$ cat src/rtl/mips_wb_bridge.sv
// Bridge from a simple MIPS-style CPU load/store port to a Wishbone classic master.
// One access at a time: IDLE -> BUS -> DONE -> IDLE, with misalignment checks and a bus timeout.
module mips_wb_bridge #(
  parameter int TIMEOUT = 16
) (
  input  logic        clk_i,
  input  logic        rst_i,
  input  logic        cpu_req_i,
  input  logic        cpu_we_i,
  input  logic [31:0] cpu_adr_i,
  input  logic [1:0]  cpu_size_i,
  input  logic [31:0] cpu_wdat_i,
  output logic [31:0] cpu_rdat_o,
  output logic        cpu_ack_o,
  output logic        cpu_err_o,
  output logic        cpu_busy_o,
  output logic [31:0] adr_o,
  output logic [31:0] dat_o,
  input  logic [31:0] dat_i,
  output logic        we_o,
  output logic [3:0]  sel_o,
  output logic        cyc_o,
  output logic        stb_o,
  input  logic        ack_i
);

  localparam int CW = (TIMEOUT > 1) ? $clog2(TIMEOUT) : 1;
  localparam logic [CW-1:0] CNT_LAST = CW'(TIMEOUT - 1);

  typedef enum logic [1:0] {IDLE, BUS, DONE} state_t;

  state_t        state;
  logic [CW-1:0] cnt;
  logic [1:0]    lat_size;
  logic [1:0]    lat_off;

  logic          req_bad;
  logic [3:0]    req_sel;
  logic [31:0]   req_dat;
  logic [31:0]   rd_lane;

  // Request decode: legality, byte lanes and replicated write data.
  always_comb begin
    req_bad = 1'b0;
    req_sel = 4'b1111;
    req_dat = cpu_wdat_i;
    case (cpu_size_i)
      2'd0: begin
        req_sel = 4'b0001 << cpu_adr_i[1:0];
        req_dat = {4{cpu_wdat_i[7:0]}};
      end
      2'd1: begin
        req_bad = cpu_adr_i[0];
        req_sel = cpu_adr_i[1] ? 4'b1100 : 4'b0011;
        req_dat = {2{cpu_wdat_i[15:0]}};
      end
      2'd2: req_bad = |cpu_adr_i[1:0];
      default: req_bad = 1'b1;
    endcase
  end

  // Read data: move the addressed lane down to bit 0 and zero-extend.
  always_comb begin
    rd_lane = dat_i;
    case (lat_size)
      2'd0: begin
        case (lat_off)
          2'd0:    rd_lane = {24'b0, dat_i[7:0]};
          2'd1:    rd_lane = {24'b0, dat_i[15:8]};
          2'd2:    rd_lane = {24'b0, dat_i[23:16]};
          default: rd_lane = {24'b0, dat_i[31:24]};
        endcase
      end
      2'd1:    rd_lane = lat_off[1] ? {16'b0, dat_i[31:16]} : {16'b0, dat_i[15:0]};
      default: rd_lane = dat_i;
    endcase
  end

  always_ff @(posedge clk_i or posedge rst_i) begin
    if (rst_i) begin
      state      <= IDLE;
      cnt        <= '0;
      lat_size   <= '0;
      lat_off    <= '0;
      cpu_rdat_o <= '0;
      cpu_ack_o  <= 1'b0;
      cpu_err_o  <= 1'b0;
      cpu_busy_o <= 1'b0;
      adr_o      <= '0;
      dat_o      <= '0;
      we_o       <= 1'b0;
      sel_o      <= '0;
      cyc_o      <= 1'b0;
      stb_o      <= 1'b0;
    end else begin
      cpu_ack_o <= 1'b0;
      cpu_err_o <= 1'b0;
      case (state)
        IDLE: begin
          if (cpu_req_i) begin
            cpu_busy_o <= 1'b1;
            state      <= DONE;
            if (req_bad) begin
              cpu_err_o <= 1'b1;
            end else begin
              adr_o    <= {cpu_adr_i[31:2], 2'b00};
              dat_o    <= req_dat;
              sel_o    <= req_sel;
              we_o     <= cpu_we_i;
              lat_size <= cpu_size_i;
              lat_off  <= cpu_adr_i[1:0];
              cyc_o    <= 1'b1;
              stb_o    <= 1'b1;
              cnt      <= '0;
              state    <= BUS;
            end
          end
        end
        BUS: begin
          // An ack in the threshold cycle still counts as a normal completion.
          if (ack_i) begin
            cyc_o     <= 1'b0;
            stb_o     <= 1'b0;
            cpu_ack_o <= 1'b1;
            if (!we_o) cpu_rdat_o <= rd_lane;
            state     <= DONE;
          end else if (cnt == CNT_LAST) begin
            cyc_o      <= 1'b0;
            stb_o      <= 1'b0;
            cpu_err_o  <= 1'b1;
            cpu_rdat_o <= '0;
            state      <= DONE;
          end else begin
            cnt <= cnt + CW'(1);
          end
        end
        DONE: begin
          cpu_busy_o <= 1'b0;
          state      <= IDLE;
        end
        default: begin
          cpu_busy_o <= 1'b0;
          state      <= IDLE;
        end
      endcase
    end
  end

endmodule

$ cat config.mk
export PLATFORM = sky130hd
export DESIGN_NAME = mips_wb_bridge
export DESIGN_NICKNAME = d
export VERILOG_FILES = /design/src/rtl/mips_wb_bridge.sv
export SDC_FILE = /design/constraint.sdc
export NUM_CORES = 1
export LEC_CHECK = 0
export BUFFER_PORTS_ARGS = -buffer_cell sky130_fd_sc_hd__buf_2
export CELL_PAD_IN_SITES_DETAIL_PLACEMENT = 1
export CELL_PAD_IN_SITES_GLOBAL_PLACEMENT = 1
export CORE_UTILIZATION = 36
export CTS_CLUSTER_DIAMETER = 40
export DETAILED_ROUTE_END_ITERATION = 16
export HOLD_SLACK_MARGIN = 0.08
export PLACE_DENSITY_LB_ADDON = 0.15
export SLEW_MARGIN = 20
export SYNTH_ARGS = -nofsm -noshare
export SYNTH_HDL_FRONTEND = slang
export SYNTH_SLANG_ARGS = --single-unit
$ cat constraint.sdc
create_clock -name clk_i -period 3.8 [get_ports clk_i]
set_input_delay 0.38 -clock clk_i [delete_from_list [all_inputs] [get_ports clk_i]]
set_output_delay 0.38 -clock clk_i [all_outputs]
set_load 0.01 [all_outputs]
==> flow_metrics.tcl <==
set metrics [dict create \
    hold_violations 0 \
    worstSetupPathType "register to register" \
    slew_headroom_pct 47.4 \
    syn_inst 543 \
    drive_gt1_share_pct 34.4 \
    die-area_um2 14900 \
    wl_um 15400 \
    syn2layout_area_growth_pct 32.7 \
    core_area_um2 14000 \
    timing.max_cap.violations 0 \
    mostFrequentLayoutCells "buf_2 (206), nand2_1 (163), dfrtp_1 (113)" \
    n_fill_cell 1680 \
    grt_overflow 0 \
    htreeDepth 4 \
    grt_pass1_vias 4904 \
    cts_resized 0 \
    io_pins 209 \
    layout_min_cycle_time_ns 2.40 \
    cts_hold_buf 0 \
    setup_viol 0 \
    p_leak_nw 3.63 \
    dp_cells 897 \
    wl_per_cell_um 16.6 \
    die_h_um 122 \
    via_per_inst 5.06 \
    hp-class "input port to async pin" \
    cts_tree "yes" \
    track_usage_pct 21.5 \
    antenna_found_initial 0 \
    final_util_pct 49.4 \
    synth_edf_count 0 \
    tightest_slew_ns 0.789 \
    initialDrtViolationCount 156 \
    synthArstFlopShare_pct 100 \
    drt_pre_antenna_iters 4 \
    final_nets 840 \
    drc 0 \
    cts_buffer_depth 2 \
    synth_area_um2 5210 \
    clkSlewWorstSetupHoldPaths_ns 0.05 \
    finClkSkew_ns 0.00892 \
    critPathRequiredTime_ns 4.14 \
    reg2reg_from "lat_size[1]" \
    synth_area_per_cell_um2 9.59 \
    port_buffers 206 \
    fin_tns_setup_ns 0 \
    final_common_cell "buf_2" \
    rsz0062_at_grt "no" \
    max_freq_mhz 418 \
    ir_worst_vdd_mv 0.367 \
    vias 4703 \
    reg2reg_depth 4 \
    cp-end-kind "register" \
    maxSlewViolCount 0 \
    numCtsBuffers 17 \
    rrSetupSlack_ns 1.40 \
    cts-root-buf "clkbuf_16" \
    ys.flop_type "dfrtp_1" \
    ys_types 45 \
    dp_hpwl_um 11400 \
    ys_seq_area_share_pct 54.3 \
    critPathLaunchType "register" \
    final_cells 930 \
    outcome "completed" \
    cp_max_fo 23 \
    post_cts_buffers 0 \
    ant_nets 0 \
    grt_max_degree 65 \
    gp_congestion 0.856 \
    die_w_um 122 \
    start_util_pct 37.2 \
    rows 43 \
    fin_crit_sh_pct 63.0 \
    grt_pass1_wl_um 24600 \
    clkLatencyLatePin_ns 0.41 \
    cts_sinks 113 \
    power.density_nw_per_um2 709 \
    arrival_ns 2.74 \
    synth_warnings 0 \
    ys_ff_latch 113 \
    r2r-end "cpu_rdat_o[9]" \
]
[registers in the layout, indices dropped and copies added, names as in the netlist, 2 cells and up]
| signal | flops |
|---|---|
| sel_o | 4 |
| lat_off | 2 |
| lat_size | 2 |
| cnt | 4 |
| cpu_rdat_o | 32 |
| dat_o | 32 |
| state | 2 |
| adr_o | 30 |
[Yosys cell counts, types with 2 or more instances]
cell type	number	area share, %
a21o_1	3	0.43
a21oi_1	14	1.3
a221o_1	10	1.9
a221oi_1	6	1.0
a22o_1	7	1.2
a22oi_1	5	0.72
and2_1	2	0.24
and2b_1	2	0.29
and3_1	2	0.24
buf_1	2	0.14
buf_2	17	1.6
buf_4	5	0.72
buf_6	3	0.65
clkbuf_1	9	0.65
dfrtp_1	113	54
inv_1	10	0.72
mux2_2	8	1.7
mux2_4	4	1.2
mux2i_1	31	6.0
nand2_1	163	12
nand2b_1	4	0.48
nand3_1	4	0.38
nor2_1	27	1.9
nor2b_1	4	0.48
nor3_1	12	1.2
o21ai_0	53	5.1
o21ai_1	3	0.29
o31ai_1	2	0.29
or3_1	2	0.24
[cell type report]
cell class,instances,area [µm²],share of cell area [%]
tap,180,225,3.26
sequential,113,2830,40.9
multi-input combinational,384,2160,31.2
clock buffer,22,474,6.86
inverter,10,40.0,0.579
clock inverter,10,109,1.58
timing repair buffer,210,1070,15.5
antenna,1,2.50,0.0362
[critical path: stages, from the launching register on]
cell and delay (ns):
dfrtp_1 0.82, and2_1 0.63, nand2_1 0.11, nor2_1 0.50, a221o_1 0.26
[kinds of logic (layout without fill, tap and decap cells)]
logic type | count (synthesis) | in the layout | synth area share, %
compound gates | 110 | 110 | 13.4
xor+xnor | 1 | 1 | 0.168
fa+ha+maj | 1 | 1 | 0.240
buf+inv | 47 | 252 | 4.61
flops | 113 | 113 | 54.3
mux | 43 | 43 | 8.84
other cells | 1 | 3 | 0.0720
simple gates | 227 | 227 | 18.4
[metrics by stage]
stage	cell area, µm²	hold WS, ns	worst slack, ns	power (mW)
2_1_floorplan	5210	0.482	0.433	2.71
3_3_place_gp	6320	0.458	1.33	3.30
3_5_place_dp	6320	0.465	1.24	3.37
4_1_cts	6910	0.104	1.43	4.96
5_1_grt	6910	0.119	1.22	5.22
6_report	6910	0.0770	1.40	4.90
[worst max path at each step]
stage               depth (start not counted)       endpoint  slack (ns)           from
floorplan                                   1      adr_o[10]        0.43          rst_i
global placement                            6      adr_o[18]        1.33  cpu_size_i[1]
detailed placement                          6      adr_o[12]        1.24  cpu_size_i[1]
CTS                                         4  cpu_rdat_o[9]        1.43    lat_size[1]
global route                                4  cpu_rdat_o[9]        1.22    lat_size[1]
finish                                      4  cpu_rdat_o[9]        1.40    lat_size[1]
[per-layer routing]
layer	track usage (%)	part of all wire, %	vias up
li1	-	-	2233
met1	25.6	41	2295
met2	35.7	48	155
met3	7.85	8.5	20
met4	7.24	1.7	0
met5	0	0	-
[power by group]
group          switching, mW  internal [mW]  leakage (nW)
logic                  0.782          0.626          1.92
registers              0.304           1.62          1.42
clock network          0.555           1.01         0.286
No activity file was read; power rests on OpenSTA's default activity.
